**src/rtl/pwr_rail_sequencer_if.sv**
```systemverilog
// -----------------------------------------------------------------------------
// pwr_rail_sequencer_if
// Bundles the power request, the rail enable/power-good pairs and the status
// outputs of the rail sequencer.
//   master : board-level side (drives PwrReq and RailPg, observes status)
//   slave  : the sequencer itself
// Signals:
//   PwrReq    power request level (1 = on)
//   RailPg    per-rail power-good returns
//   RailEn    per-rail regulator enables
//   PwrOk     platform power-ok
//   Fault     sticky fault flag
//   FaultRail index of the offending rail
//   FaultType 0 = PG timeout on power-up, 1 = PG lost on an enabled rail
//   SeqState  encoded sequencer state for debug
// -----------------------------------------------------------------------------
interface pwr_rail_sequencer_if #(
   parameter int NUM_RAILS = 4
);
   logic                 PwrReq;
   logic [NUM_RAILS-1:0] RailPg;
   logic [NUM_RAILS-1:0] RailEn;
   logic                 PwrOk;
   logic                 Fault;
   logic [2:0]           FaultRail;
   logic                 FaultType;
   logic [2:0]           SeqState;

   modport master (
      output PwrReq, RailPg,
      input  RailEn, PwrOk, Fault, FaultRail, FaultType, SeqState
   );

   modport slave (
      input  PwrReq, RailPg,
      output RailEn, PwrOk, Fault, FaultRail, FaultType, SeqState
   );
endinterface

```
**src/rtl/pwr_rail_sequencer.sv**
```systemverilog
// -----------------------------------------------------------------------------
// pwr_rail_sequencer
// Powers up NUM_RAILS rails in index order (each gated on the previous rail's
// power-good plus a stagger delay), raises PwrOk after a settle time, and
// powers the rails down in reverse order when the request is withdrawn.
// Power-good timeouts and power-good loss force every rail off at once and
// latch a fault that is held for at least a cool-down period.
// Ports:
//   Clk33K : 33 kHz sequencing clock (all delays in ticks of this clock)
//   Rst    : synchronous active-high reset
//   bus    : pwr_rail_sequencer_if slave modport (request, PG in; enables,
//            PwrOk, fault info and debug state out, all registered)
// -----------------------------------------------------------------------------
module pwr_rail_sequencer #(
   parameter int NUM_RAILS    = 4,
   parameter int T_PG_TIMEOUT = 334,
   parameter int T_STAGGER    = 34,
   parameter int T_PWROK      = 3334,
   parameter int T_DOWN       = 34,
   parameter int T_COOL       = 6667
) (
   input logic                  Clk33K,
   input logic                  Rst,
   pwr_rail_sequencer_if.slave  bus
);

   localparam int IDX_W = $clog2(NUM_RAILS);

   localparam logic [31:0]      PG_LAST    = 32'(T_PG_TIMEOUT - 1);
   localparam logic [31:0]      STAG_LAST  = 32'(T_STAGGER - 1);
   localparam logic [31:0]      PWROK_LAST = 32'(T_PWROK - 1);
   localparam logic [31:0]      DOWN_LAST  = 32'(T_DOWN - 1);
   localparam logic [31:0]      COOL_LAST  = 32'(T_COOL - 1);
   localparam logic [IDX_W-1:0] IDX_LAST   = IDX_W'(NUM_RAILS - 1);

   typedef enum logic [2:0] {
      ST_OFF        = 3'd0,
      ST_UP_WAITPG  = 3'd1,
      ST_UP_STAGGER = 3'd2,
      ST_UP_PWROK   = 3'd3,
      ST_ON         = 3'd4,
      ST_DOWN       = 3'd5,
      ST_FAULT      = 3'd6
   } state_t;

   state_t               state_r, state_nxt_s;
   logic [IDX_W-1:0]     idx_r, idx_nxt_s;
   logic [31:0]          cnt_r;
   logic                 cnt_clr_s;
   logic [NUM_RAILS-1:0] rail_en_r, rail_en_nxt_s;
   logic                 pwr_ok_r, pwr_ok_nxt_s;
   logic                 fault_r, fault_nxt_s;
   logic [2:0]           fault_rail_r, fault_rail_nxt_s;
   logic                 fault_type_r, fault_type_nxt_s;

   logic [NUM_RAILS-1:0] mon_mask_s;
   logic [NUM_RAILS-1:0] drop_vec_s;
   logic                 drop_any_s;
   logic [IDX_W-1:0]     drop_idx_s;

   // Rails 0..n inclusive: the enable mask while rail n is being brought up.
   function automatic logic [NUM_RAILS-1:0] up_mask(input logic [IDX_W-1:0] n);
      logic [NUM_RAILS-1:0] m;
      for (int k = 0; k < NUM_RAILS; k++) begin
         m[k] = (k <= int'(n));
      end
      return m;
   endfunction

   // Rails strictly below n: the rails already confirmed good during power-up.
   function automatic logic [NUM_RAILS-1:0] low_mask(input logic [IDX_W-1:0] n);
      logic [NUM_RAILS-1:0] m;
      for (int k = 0; k < NUM_RAILS; k++) begin
         m[k] = (k < int'(n));
      end
      return m;
   endfunction

   // Drop monitor: find the lowest monitored rail whose power-good is low.
   always_comb begin
      case (state_r)
         ST_UP_WAITPG, ST_UP_STAGGER: mon_mask_s = low_mask(idx_r);
         ST_UP_PWROK, ST_ON:          mon_mask_s = '1;
         default:                     mon_mask_s = '0;
      endcase
      drop_vec_s = mon_mask_s & ~bus.RailPg;
      drop_any_s = |drop_vec_s;
      drop_idx_s = '0;
      // Descending scan so the lowest failing index wins.
      for (int j = NUM_RAILS - 1; j >= 0; j--) begin
         drop_idx_s = drop_vec_s[j] ? IDX_W'(j) : drop_idx_s;
      end
   end

   // State, rail pointer, tick counter and registered outputs.
   always_ff @(posedge Clk33K) begin
      if (Rst) begin
         state_r      <= ST_OFF;
         idx_r        <= '0;
         cnt_r        <= 32'd0;
         rail_en_r    <= '0;
         pwr_ok_r     <= 1'b0;
         fault_r      <= 1'b0;
         fault_rail_r <= 3'd0;
         fault_type_r <= 1'b0;
      end else begin
         state_r      <= state_nxt_s;
         idx_r        <= idx_nxt_s;
         rail_en_r    <= rail_en_nxt_s;
         pwr_ok_r     <= pwr_ok_nxt_s;
         fault_r      <= fault_nxt_s;
         fault_rail_r <= fault_rail_nxt_s;
         fault_type_r <= fault_type_nxt_s;
         // Saturating tick counter.
         if (cnt_clr_s) begin
            cnt_r <= 32'd0;
         end else if (cnt_r != 32'hFFFF_FFFF) begin
            cnt_r <= cnt_r + 32'd1;
         end
      end
   end

   // Next-state logic; priority is drop fault > timeout > request withdrawn > progress.
   always_comb begin
      state_nxt_s = state_r;
      idx_nxt_s   = idx_r;
      case (state_r)
         ST_OFF: begin
            if (bus.PwrReq) begin
               state_nxt_s = ST_UP_WAITPG;
               idx_nxt_s   = '0;
            end else begin
               state_nxt_s = ST_OFF;
            end
         end
         ST_UP_WAITPG: begin
            if (drop_any_s) begin
               state_nxt_s = ST_FAULT;
            end else if (!bus.RailPg[idx_r] && (cnt_r >= PG_LAST)) begin
               state_nxt_s = ST_FAULT;
            end else if (!bus.PwrReq) begin
               state_nxt_s = ST_DOWN;
            end else if (bus.RailPg[idx_r]) begin
               state_nxt_s = (idx_r == IDX_LAST) ? ST_UP_PWROK : ST_UP_STAGGER;
            end else begin
               state_nxt_s = ST_UP_WAITPG;
            end
         end
         ST_UP_STAGGER: begin
            if (drop_any_s) begin
               state_nxt_s = ST_FAULT;
            end else if (!bus.PwrReq) begin
               state_nxt_s = ST_DOWN;
            end else if (cnt_r >= STAG_LAST) begin
               state_nxt_s = ST_UP_WAITPG;
               idx_nxt_s   = idx_r + IDX_W'(1);
            end else begin
               state_nxt_s = ST_UP_STAGGER;
            end
         end
         ST_UP_PWROK: begin
            if (drop_any_s) begin
               state_nxt_s = ST_FAULT;
            end else if (!bus.PwrReq) begin
               state_nxt_s = ST_DOWN;
            end else if (cnt_r >= PWROK_LAST) begin
               state_nxt_s = ST_ON;
            end else begin
               state_nxt_s = ST_UP_PWROK;
            end
         end
         ST_ON: begin
            if (drop_any_s) begin
               state_nxt_s = ST_FAULT;
            end else if (!bus.PwrReq) begin
               state_nxt_s = ST_DOWN;
            end else begin
               state_nxt_s = ST_ON;
            end
         end
         ST_DOWN: begin
            // PG and request are deliberately ignored until every rail is off.
            if (rail_en_r == '0) begin
               state_nxt_s = ST_OFF;
            end else begin
               state_nxt_s = ST_DOWN;
            end
         end
         ST_FAULT: begin
            if ((cnt_r >= COOL_LAST) && !bus.PwrReq) begin
               state_nxt_s = ST_OFF;
            end else begin
               state_nxt_s = ST_FAULT;
            end
         end
         default: begin
            state_nxt_s = ST_OFF;
            idx_nxt_s   = '0;
         end
      endcase
   end

   // Next values of the registered outputs and the counter clear.
   always_comb begin
      rail_en_nxt_s    = rail_en_r;
      pwr_ok_nxt_s     = pwr_ok_r;
      fault_nxt_s      = fault_r;
      fault_rail_nxt_s = fault_rail_r;
      fault_type_nxt_s = fault_type_r;
      cnt_clr_s        = (state_nxt_s != state_r) || (idx_nxt_s != idx_r) ||
                         ((state_r == ST_DOWN) && (cnt_r >= DOWN_LAST));
      case (state_nxt_s)
         ST_OFF: begin
            rail_en_nxt_s = '0;
            pwr_ok_nxt_s  = 1'b0;
            fault_nxt_s   = 1'b0;
         end
         ST_UP_WAITPG, ST_UP_STAGGER, ST_UP_PWROK: begin
            rail_en_nxt_s = up_mask(idx_nxt_s);
            pwr_ok_nxt_s  = 1'b0;
         end
         ST_ON: begin
            rail_en_nxt_s = '1;
            pwr_ok_nxt_s  = 1'b1;
         end
         ST_DOWN: begin
            pwr_ok_nxt_s = 1'b0;
            // Mask is contiguous from bit 0, so a right shift drops the highest rail.
            if (state_r != ST_DOWN) begin
               rail_en_nxt_s = rail_en_r >> 1;
            end else if (cnt_r >= DOWN_LAST) begin
               rail_en_nxt_s = rail_en_r >> 1;
            end else begin
               rail_en_nxt_s = rail_en_r;
            end
         end
         ST_FAULT: begin
            rail_en_nxt_s = '0;
            pwr_ok_nxt_s  = 1'b0;
            fault_nxt_s   = 1'b1;
            // Capture the cause only on the entry edge.
            if (state_r != ST_FAULT) begin
               fault_rail_nxt_s = drop_any_s ? 3'(drop_idx_s) : 3'(idx_r);
               fault_type_nxt_s = drop_any_s;
            end else begin
               fault_rail_nxt_s = fault_rail_r;
               fault_type_nxt_s = fault_type_r;
            end
         end
         default: begin
            rail_en_nxt_s = '0;
            pwr_ok_nxt_s  = 1'b0;
         end
      endcase
   end

   assign bus.RailEn    = rail_en_r;
   assign bus.PwrOk     = pwr_ok_r;
   assign bus.Fault     = fault_r;
   assign bus.FaultRail = fault_rail_r;
   assign bus.FaultType = fault_type_r;
   assign bus.SeqState  = state_r;

endmodule
```
**src/flat_wrapper.sv**
```systemverilog
// flat-port wrapper written by rule: the top's interface ports become plain ports
module pwr_rail_sequencer_flat 
#(
   parameter int NUM_RAILS    = 4,
   parameter int T_PG_TIMEOUT = 334,
   parameter int T_STAGGER    = 34,
   parameter int T_PWROK      = 3334,
   parameter int T_DOWN       = 34,
   parameter int T_COOL       = 6667
)
  (Clk33K, Rst, bus_PwrReq, bus_RailPg, bus_RailEn, bus_PwrOk, bus_Fault, bus_FaultRail, bus_FaultType, bus_SeqState);
  pwr_rail_sequencer_if #(.NUM_RAILS(NUM_RAILS)) bus_i ();
  input logic Clk33K;
  input logic Rst;
  input wire logic [$bits(bus_i.PwrReq)-1:0] bus_PwrReq;
  input wire logic [$bits(bus_i.RailPg)-1:0] bus_RailPg;
  output wire logic [$bits(bus_i.RailEn)-1:0] bus_RailEn;
  output wire logic [$bits(bus_i.PwrOk)-1:0] bus_PwrOk;
  output wire logic [$bits(bus_i.Fault)-1:0] bus_Fault;
  output wire logic [$bits(bus_i.FaultRail)-1:0] bus_FaultRail;
  output wire logic [$bits(bus_i.FaultType)-1:0] bus_FaultType;
  output wire logic [$bits(bus_i.SeqState)-1:0] bus_SeqState;
  assign bus_i.PwrReq = bus_PwrReq;
  assign bus_i.RailPg = bus_RailPg;
  assign bus_RailEn = bus_i.RailEn;
  assign bus_PwrOk = bus_i.PwrOk;
  assign bus_Fault = bus_i.Fault;
  assign bus_FaultRail = bus_i.FaultRail;
  assign bus_FaultType = bus_i.FaultType;
  assign bus_SeqState = bus_i.SeqState;
  pwr_rail_sequencer #(.NUM_RAILS(NUM_RAILS), .T_PG_TIMEOUT(T_PG_TIMEOUT), .T_STAGGER(T_STAGGER), .T_PWROK(T_PWROK), .T_DOWN(T_DOWN), .T_COOL(T_COOL)) u_core (.Clk33K(Clk33K), .Rst(Rst), .bus(bus_i));
endmodule
```
**config.mk**
```make
export PLATFORM = sky130hd
export DESIGN_NAME = pwr_rail_sequencer_flat
export DESIGN_NICKNAME = d
export VERILOG_FILES = /design/src/rtl/pwr_rail_sequencer_if.sv /design/src/rtl/pwr_rail_sequencer.sv /design/src/flat_wrapper.sv
export SDC_FILE = /design/constraint.sdc
export NUM_CORES = 1
export LEC_CHECK = 0
export BUFFER_PORTS_ARGS = -buffer_cell sky130_fd_sc_hd__buf_2
export CAP_MARGIN = 20
export CELL_PAD_IN_SITES_DETAIL_PLACEMENT = 1
export CELL_PAD_IN_SITES_GLOBAL_PLACEMENT = 2
export CORE_MARGIN = 5
export CORE_UTILIZATION = 40
export DETAILED_ROUTE_END_ITERATION = 8
export PLACE_DENSITY_LB_ADDON = 0.1
export SYNTH_ARGS = -nofsm -noshare
export SYNTH_HDL_FRONTEND = slang
export SYNTH_SLANG_ARGS = --single-unit
```
**constraint.sdc**
```tcl
create_clock -name Clk33K -period 6.35 [get_ports Clk33K]
set_input_delay 0.9525 -clock Clk33K [delete_from_list [all_inputs] [get_ports Clk33K]]
set_output_delay 0.9525 -clock Clk33K [all_outputs]
set_load 0.005 [all_outputs]
```
Yosys cells after proc, flatten, opt, wreduce, memory -nomap -nowiden
Index checks and enable logic that the tools add are counted.
- multiplexer cells: 35
- bitwise gates (word level): 2
- reduce and logical (&&, ||, !) cells: 18
- add/sub/neg operators: 2
- magnitude comparators: 11
- equal/unequal tests: 19
- operators with widths (kind ; number):
    $mux W3 ; 12
    $add A32 B1 Y32 const B ; 1
    $ge A32 B12 Y1 const B ; 1
    $ge A32 B13 Y1 const B ; 1
    $ge A32 B6 Y1 const B ; 1
    $ge A32 B9 Y1 const B ; 1
    $ne A32 B32 Y1 const B ; 1
    $pmux W3 S7 ; 1
    $mux W2 ; 10
    $eq A3 B3 Y1 const B ; 6
    $eq A3 B2 Y1 const B ; 4
    $pmux W4 S3 ; 1
    $mux W4 ; 2
    $pmux W4 S2 ; 1
    $eq A3 B1 Y1 const B ; 2
    $logic_not A3 Y1 ; 2
    $ne A3 B3 Y1 const B ; 2
    $pmux W2 S3 ; 1
    $reduce_or A2 Y1 ; 3
    $mux W1 ; 5
    $reduce_or A5 Y1 ; 1
    $and A4 B4 Y4 ; 1
    $le A2 B2 Y1 const A ; 2
    $logic_not A4 Y1 ; 1
    19 further kinds ; 24
- output and inout port bits: 13
- register bits after elaboration: 47
- word-level logic and storage cells: 95
- input bits: 7

Depth between registers and ports, before layout
Gate-level depths: netlist (run 1).
- word-level depth: 11
- gate-level depth with buffers: 11
- depth with buffers taken out: 10

Least setup slack after synthesis (run 1)
Ideal clock, no wire load.
- path type: in2reg
- from: input port bus_RailPg[2]
- to: register u_core.fault_type_r (netlist: u_core.bus.FaultType)
- buffers on the path: 0
- cell stages on the path: 7
- required time: 6.220 ns
- arrival time: 2.797 ns
- library setup time: 0.130 ns
- slack: 3.423 ns
- cells stage by stage: nor4b_1 or4_4 a21oi_1 o2111a_2 or3_1 nor3_2 o22ai_1
- word-level cells in the longest chain between the ends: 9
- elaborated cells between the ends (all ways): 17
- those cells by class: eq/ne (1); mux (10); bitwise (2); reduce/logical (4)
- RTL lines (what ; RTL line ; text):
    start: declaration ; flat_wrapper.sv:16 ; input wire logic [$bits(bus_i.RailPg)-1:0] bus_RailPg;
    $bmux W1 S2 ; pwr_rail_sequencer.sv:139, pwr_rail_sequencer.sv:143 ;
    $mux W1 (not written as such) ; pwr_rail_sequencer.sv:139, pwr_rail_sequencer.sv:143 ;
    $mux W3 or $logic_not A1 Y1 (tied branches) ; pwr_rail_sequencer.sv:143, pwr_rail_sequencer.sv:139 ;
    $mux W3 or $logic_and A1 B1 Y1 (tied branches) ; pwr_rail_sequencer.sv:141, pwr_rail_sequencer.sv:139 ;
    $mux W3 ; pwr_rail_sequencer.sv:139 ; end else if (!bus.RailPg[idx_r] && (cnt_r >= PG_LAST)) begin
    $mux W3 ; pwr_rail_sequencer.sv:137 ; if (drop_any_s) begin
    $pmux W3 S7 ; pwr_rail_sequencer.sv:127 ; case (state_r)
    $eq A3 B3 Y1 ; pwr_rail_sequencer.sv:212 ; case (state_nxt_s)
    $reduce_and A2 Y1 (no source line) ; -- ;
    end signal: assignment ; pwr_rail_sequencer.sv:113 ; fault_type_r <= fault_type_nxt_s;
    end: declaration ; pwr_rail_sequencer.sv:54 ; logic fault_type_r, fault_type_nxt_s;
Parallel ways exist; a longest one is shown, timed or not. The select of a mux whose other input is x is not followed.
A chain may end at the register's enable or synchronous reset.

Worst setup path in the final report (run 1)
- from: register u_core.state_r[1] (netlist: u_core.bus.SeqState[1])
- to: register u_core.cnt_r[10]
- word-level cells in the longest chain between the ends: 11
- elaborated cells between the ends (all ways): 26
- those cells by class: eq/ne (8); mux (8); bitwise (1); reduce/logical (9)
- RTL lines (what ; RTL line ; text):
    start: declaration ; pwr_rail_sequencer.sv:46 ; state_t state_r, state_nxt_s;
    start signal: assignment ; pwr_rail_sequencer.sv:107 ; state_r <= state_nxt_s;
    $eq A3 B2 Y1, or another cell as far along ; pwr_rail_sequencer.sv:81, pwr_rail_sequencer.sv:127 ;
    $reduce_or A2 Y1 ; pwr_rail_sequencer.sv:81 ; case (state_r)
    $pmux W4 S2 ; pwr_rail_sequencer.sv:81 ;
    $and A4 B4 Y4 ; pwr_rail_sequencer.sv:86 ; drop_vec_s = mon_mask_s & ~bus.RailPg;
    $reduce_or A4 Y1 ; pwr_rail_sequencer.sv:87 ; drop_any_s = |drop_vec_s;
    $mux W3, or another cell as far along ; pwr_rail_sequencer.sv:173 ; if (drop_any_s) begin
    $pmux W3 S7 or $pmux W2 S3 (tied branches) ; pwr_rail_sequencer.sv:127 ;
    $ne A3 B3 Y1 or $ne A2 B2 Y1 (tied branches) ; pwr_rail_sequencer.sv:210 ; cnt_clr_s = (state_nxt_s != state_r) || (idx_nxt_s != idx_r) ||
    $logic_or A1 B1 Y1 ; pwr_rail_sequencer.sv:210 ;
    $logic_or A1 B1 Y1 (*) ; pwr_rail_sequencer.sv:210 ;
    $reduce_or A2 Y1 (no source line) (*) ; -- ;
    end signal: assignment ; pwr_rail_sequencer.sv:118 ; cnt_r <= cnt_r + 32'd1;
    end: declaration ; pwr_rail_sequencer.sv:48 ; logic [31:0] cnt_r;
Mark *: on every way between the ends. The rest lies on a longest branch, timed or not.

==> out/results.txt, run 1 <==
Resize count post-CTS: 0
Leakage: 0.001094 uW
EDFF count, synth: 0
CTS tree: built
GRT busiest layer: met2
Final Net Count: 404
Ant. Diodes: 0
PwrDens: 333.8 mW/mm^2
M3 GR Usage: 2.972%
Die Y-Extent: 98.79 um
Status: complete, no violations
Core Footprint: 0.007687 mm^2
Yosys top cell area share: 29.21%
Hold Violations, Final: 0
Post-Syn Nets: 401
H-Tree Depth: 2
Sequential power share: 35.1%
Met1 Track Usage GR: 26.28%
RSZ-0062 raised after global routing: no
Setup violators final: 0
Root buffer cell: clkbuf_8
Pint: 593.1 uW
Clk_skew: 16.00 ps
Total congestion overflow: 0
Initial antenna violation count: 0
First drt pass iteration count: 4
Min-Delay Path Class: reg2reg
Mean Syn Cell Area: 8.147 um^2
Synth warn: 0
Least-Margin Pin Slew: 893.3 ps
Most frequent cells in the layout: 46 x dfxtp_1, 30 x nor2_2, 29 x nor2_1
Filler cells: 975
Total global-route track usage: 17.57%
Period utilization: 57.32%
Cell Area, Synth: 0.003153 mm^2
Hold_buf cts: 0
Crit Path Max Fanout: 32
CTS Buf Count: 5
Top_reg_cell synth: dfxtp_1
Clock-pin slew on the worst setup and hold paths: 90 ps
Buffer depth of the longest clock path: 2
GR Util met2: 26.55%
Largest net degree at the start of global routing: 33
Async S/R FF share, synth: 0%
Layout cells sized above 1: 20.26%
Final core occ: 43.23%
Worst setup SP type: flip-flop
Max-cap violations: 0
Mapped Cells: 387
Final HPWL from detailed placement: 6.272 mm
Clk_lat worst skew: 310 ps
PortBufs: 18
Commonest non-fill, non-tap cell in the layout: dfxtp_1
Psw: 516.3 uW
Dpl cell area: 0.003243 mm^2
Site Rows: 32
Setup Fix Bufs, Post-CTS: 0
Register area: 920.9 um^2
Global-route wire length before repair: 14.17 mm
#FFs+latches synth: 46
Most area-consuming cells after synthesis: dfxtp_1 29%, nor2_2 6.0%, xnor2_1 5.0%
Comb power frac: 48.5%
Die Area: 0.009758 mm^2
DR DRC count: 0
Placer Congestion: 0.7968
Vias per cell: 5.632
Max-slew headroom: 39.61%
DRT Wirelength: 8.323 mm
Peak supply drop: 0.0002308 V
Vias in the first global route: 2777
Worst Setup Path Type: reg2reg
Vias: 2771
Min Tclk post-route: 3640 ps
Final Max Slew Viols: 0
Initial core utilization: 41.02%
Overall Power: 1109 uW
Leading area contributor after synthesis: dfxtp_1
Die Width: 98.79 um
Critical path arrival: 3860 ps
Setup TNS Final: 0 ps
Switching fraction of total power: 46.54%
Clk pwr share: 16.4%
Worst Path Required: 6560 ps
Worst setup margin: 2710 ps
Highest clock rate: 0.2747 GHz
WL/cell: 16.92 um
Area grow syn2layout: 5.397%
Seq/Total Area, Yosys: 29.21%
1st-iter DRT viols: 138
Pre-CTS setup slack: 2573 ps
# IOs: 20
Post-route ant nets: 0
Clock sink count: 46
Post-synthesis cell type count: 71
Footprint of the multi-input gates: 0.002037 mm^2
Post-route cell area: 0.003323 mm^2
Worst Setup End Kind: flip-flop
-- synth_stat cells (4+ instances only) --
master,instances
xor2_1,11
nor2b_1,5
a21oi_1,10
nand2b_1,8
or3_1,6
nor3_1,15
and3_1,5
nor2_2,30
nand4_1,16
o22ai_1,4
nand2_1,20
buf_6,5
nor4_1,15
xnor2_1,18
and4_1,5
nor2_1,29
ha_1,7
dfxtp_1,46
clkbuf_1,13
nand3b_1,4
and2_1,4
inv_1,18
nand3_1,20
o21ai_0,12
-- metrics by stage --
stage,instances,hold slack (ps)
after global routing,492,512.4
after floorplan,387,464.9
after global placement,485,466.8
final,492,481.2
after CTS,492,487.6
after detailed placement,485,476.8
-- final timing paths --
| path | start | endpoint | slack [ps] | depth (start not counted) |
|---|---|---|---|---|
| worst max-delay path | u_core.bus.SeqState[1] | u_core.cnt_r[10] | 2710 | 8 |
| worst min-delay path | u_core.bus.FaultRail[1] | u_core.bus.FaultRail[1] | 480 | 2 |
| worst max register to register | u_core.bus.SeqState[1] | u_core.cnt_r[10] | 2710 | 8 |
| worst min register to register | u_core.bus.FaultRail[1] | u_core.bus.FaultRail[1] | 480 | 2 |
-- layer usage --
layer / share of wire (%) / wire length [um]
met1: 53 / 4376
met3: 2.8 / 232
met5: 0 / 0
met2: 44 / 3661
met4: 0.64 / 53
-- worst max-delay path, stage by stage (launching register included) --
cell and delay (ps):
dfxtp_1 820, nor2_1 160, nor4b_1 780, or4_4 290
a21oi_1 40, o2111a_2 320, mux2i_2 210, nand4b_4 600
a21oi_1 310
-- power groups by stage --
| stage | Combinational, uW | Sequential (uW) | Clock [uW] |
|---|---|---|---|
| 3_3_place_gp | 538 | 393 | 0 |
| 4_1_cts | 545 | 390 | 190 |
| 3_5_place_dp | 541 | 397 | 0 |
| 2_1_floorplan | 488 | 348 | 0 |
| 6_report | 538 | 389 | 182 |
| 5_1_grt | 601 | 397 | 204 |
-- final cells by class --
class | count | area share [%]
tap | 102 | 3.840
timing repair buffer | 18 | 2.711
clock inverter | 1 | 0.2259
clock buffer | 6 | 2.184
sequential | 46 | 27.71
inverter | 18 | 2.033
multi-input combinational | 301 | 61.30
-- sequential cells by signal (all words and copies together), names as in the netlist --
name	count
u_core.idx_r	2
u_core.bus.RailEn	4
u_core.bus.SeqState	3
u_core.bus.FaultRail	2
u_core.bus.Fault	1
u_core.cnt_r	32
u_core.bus.FaultType	1
u_core.bus.PwrOk	1
-- logic make-up (layout without fill, tap and decap cells) --
logic type / Yosys count / count (layout) / synth area share [%]
XOR/XNOR: 29 / 29 / 8.055
flip-flops: 46 / 46 / 29.21
multiplexers: 4 / 4 / 1.984
AO/OA/AOI/OAI: 58 / 58 / 13.45
AND/OR/NAND/NOR: 202 / 202 / 38.21
other: 1 / 1 / 0.1189
buffers and inverters: 40 / 43 / 6.190
adder cells (fa/ha/maj): 7 / 7 / 2.778
No activity file was read; power rests on OpenSTA's default activity.
==> inputs of run 2 (changes only) <==
- CORE_UTILIZATION: 40 -> 33
- clock period: 6.35 -> 2.95 ns (I/O delays scaled with it)
==> run 2 against run 1 <==
Compared with the run above:
- flip-flop and latch count did not move
- maximum frequency rose by 28%
- power rose by 150%
- combinational power grew to 2.8 times the previous value
- critical endpoint unchanged
==> out/results.txt, run 2 (synthesis results as in run 1) <==
Placer Congestion: 0.7992 (+0.30%)
Pre-CTS setup slack: 81.69 ps (-2491 ps)
Root buffer cell: clkbuf_8
Setup violators final: 0 (unchanged)
Layout cells sized above 1: 27.96% (+7.7 points)
Vias: 2847 (+2.7%)
PwrDens: 749.0 mW/mm^2 (+120%)
R2R depth: 11 (+3)
Clk_lat worst skew: 310 ps (about the same)
DR DRC count: 0 (unchanged)
Commonest non-fill, non-tap cell in the layout: dfxtp_1
Least-Margin Pin Slew: 629.3 ps (-264.0 ps)
Crit Path Max Fanout: 16 (-50%)
Clock sink count: 46 (unchanged)
Worst Setup End Kind: flip-flop
Final Net Count: 435 (+7.7%)
Final HPWL from detailed placement: 6.932 mm (+11%)
Critical Path Start: u_core.idx_r[0]
Critical path arrival: 3050 ps (-810 ps)
First drt pass iteration count: 4 (unchanged)
Vias per cell: 5.167 (-8.3%)
Vias in the first global route: 2840 (+2.3%)
Die Area: 0.01161 mm^2 (+19%)
Period utilization: 96.66% (+39 points)
Initial core utilization: 33.96% (-7.1 points)
Worst Setup Path Type: reg2reg
Setup crit end: u_core.cnt_r[10]
Min Tclk post-route: 2851 ps (-788.6 ps)
1st-iter DRT viols: 112 (-19%)
Clk_skew: 9.187 ps (-6.816 ps)
Buffer depth of the longest clock path: 2 (unchanged)
Hold_buf cts: 0 (unchanged)
CTS tree: built
Highest clock rate: 0.3507 GHz (+28%)
Die Width: 107.7 um (+9.1%)
Die Y-Extent: 107.7 um (+9.1%)
Max-cap violations: 0 (unchanged)
Worst flop-to-flop path endpoint: u_core.cnt_r[10]
Hold Violations, Final: 0 (unchanged)
Total congestion overflow: 0 (unchanged)
WL/cell: 16.56 um (-2.1%)
Total global-route track usage: 16.34% (-1.2 points)
Core Footprint: 0.009284 mm^2 (+21%)
DP Cell Count: 541 (+12%)
Clock-pin slew on the worst setup and hold paths: 100 ps (about the same)
Final Max Slew Viols: 0 (unchanged)
Worst setup margin: 98.56 ps (-2611 ps)
Global-route wire length before repair: 15.08 mm (+6.5%)
Post-route cell area: 0.003664 mm^2 (+10%)
Post-route ant nets: 0 (unchanged)
Final core occ: 39.46% (-3.8 points)
Area grow syn2layout: 16.19%
Largest net degree at the start of global routing: 17 (-48%)
Worst r2r src: u_core.idx_r[0]
Largest Register: u_core.cnt_r
DRT Wirelength: 9.127 mm (+9.7%)
Site Rows: 35 (+9.4%)
Max reg flops: 32 (unchanged)
Worst Path Required: 3150 ps (-3410 ps)
Most frequent cells in the layout: 44 x dfxtp_1, 31 x nor2_2, 29 x buf_4
Peak supply drop: 0.0004100 V (+78%)
Status: complete, no violations
Ant. Diodes: 0 (unchanged)
Worst setup SP type: flip-flop
CTS Buf Count: 5 (unchanged)
PortBufs: 18 (unchanged)
FF-to-FF setup slack: 100 ps (-2610 ps)
Initial antenna violation count: 0 (unchanged)
Max-slew headroom: 57.52% (+18 points)
Non-Filler Instances: 551 (+12%)
H-Tree Depth: 2 (unchanged)
Min-Delay Path Class: in2reg
Overall Power: 2744 uW (+150%)
# IOs: 20 (unchanged)
Leakage: 0.001279 uW (+17%)
Dpl cell area: 0.003520 mm^2 (+8.5%)
==> run 2: worst max-delay path: stages (launching register included) <==
cell	delay, ps
dfxtp_1	320
inv_1	90
ha_1	150
o21ba_2	150
a211o_1	330
or4_4	600
a211oi_2	350
nor2_1	100
mux2_4	290
nand4b_4	120
buf_12	180
a21oi_1	50
==> run 2: worst min-delay path by stage <==
| stage | startpoint | to | slack (ps) | cells after the start |
|---|---|---|---|---|
| after floorplan | u_core.bus.FaultRail[0] | u_core.bus.FaultRail[0] | 460 | 2 |
| after global placement | u_core.bus.FaultRail[0] | u_core.bus.FaultRail[0] | 460 | 2 |
| after detailed placement | u_core.bus.FaultRail[0] | u_core.bus.FaultRail[0] | 460 | 2 |
| after CTS | Rst | u_core.idx_r[1] | 480 | 2 |
| after global routing | Rst | u_core.bus.SeqState[0] | 520 | 2 |
| final | Rst | u_core.idx_r[1] | 480 | 2 |
==> run 2: repair_timing <==
item / in CTS / in global routing
resized for setup: 0 / 9
setup endpoints to repair: 0 / 40
setup buffers: 0 / 2
==> run 2: final cells by class <==
cell class	count	area (um^2)
Sequential cell	46	923.4
Fill cell	1156	5620
Timing Repair Buffer	49	347.8
Tap cell	129	161.4
Clock buffer	7	86.33
Multi-Input combinational cell	301	2068
Clock inverter	1	8.758
Inverter	18	67.56
==> run 2: per-layer routing <==
| metal | vias to the layer above | wire [um] | track usage, % |
|---|---|---|---|
| met5 | - | 0 | 0 |
| met4 | 0 | 81 | 3.517 |
| met3 | 4 | 238 | 2.340 |
| met2 | 32 | 3767 | 22.87 |
| met1 | 1357 | 5040 | 25.92 |
| li1 | 1454 | - | - |
==> run 2: stage by stage <==
stage	hold WS, ps	setup TNS, ps
4_1_cts	476.9	0
5_1_grt	519.3	-224.3
6_report	476.0	0
2_1_floorplan	464.9	0
3_5_place_dp	464.4	0
3_3_place_gp	462.3	0
==> run 2: where the power goes <==
group	internal, uW	switching [uW]	leakage [uW]
registers	686	86.8	0.000373
clock network	195	242	0.0000489
logic	645	889	0.000857
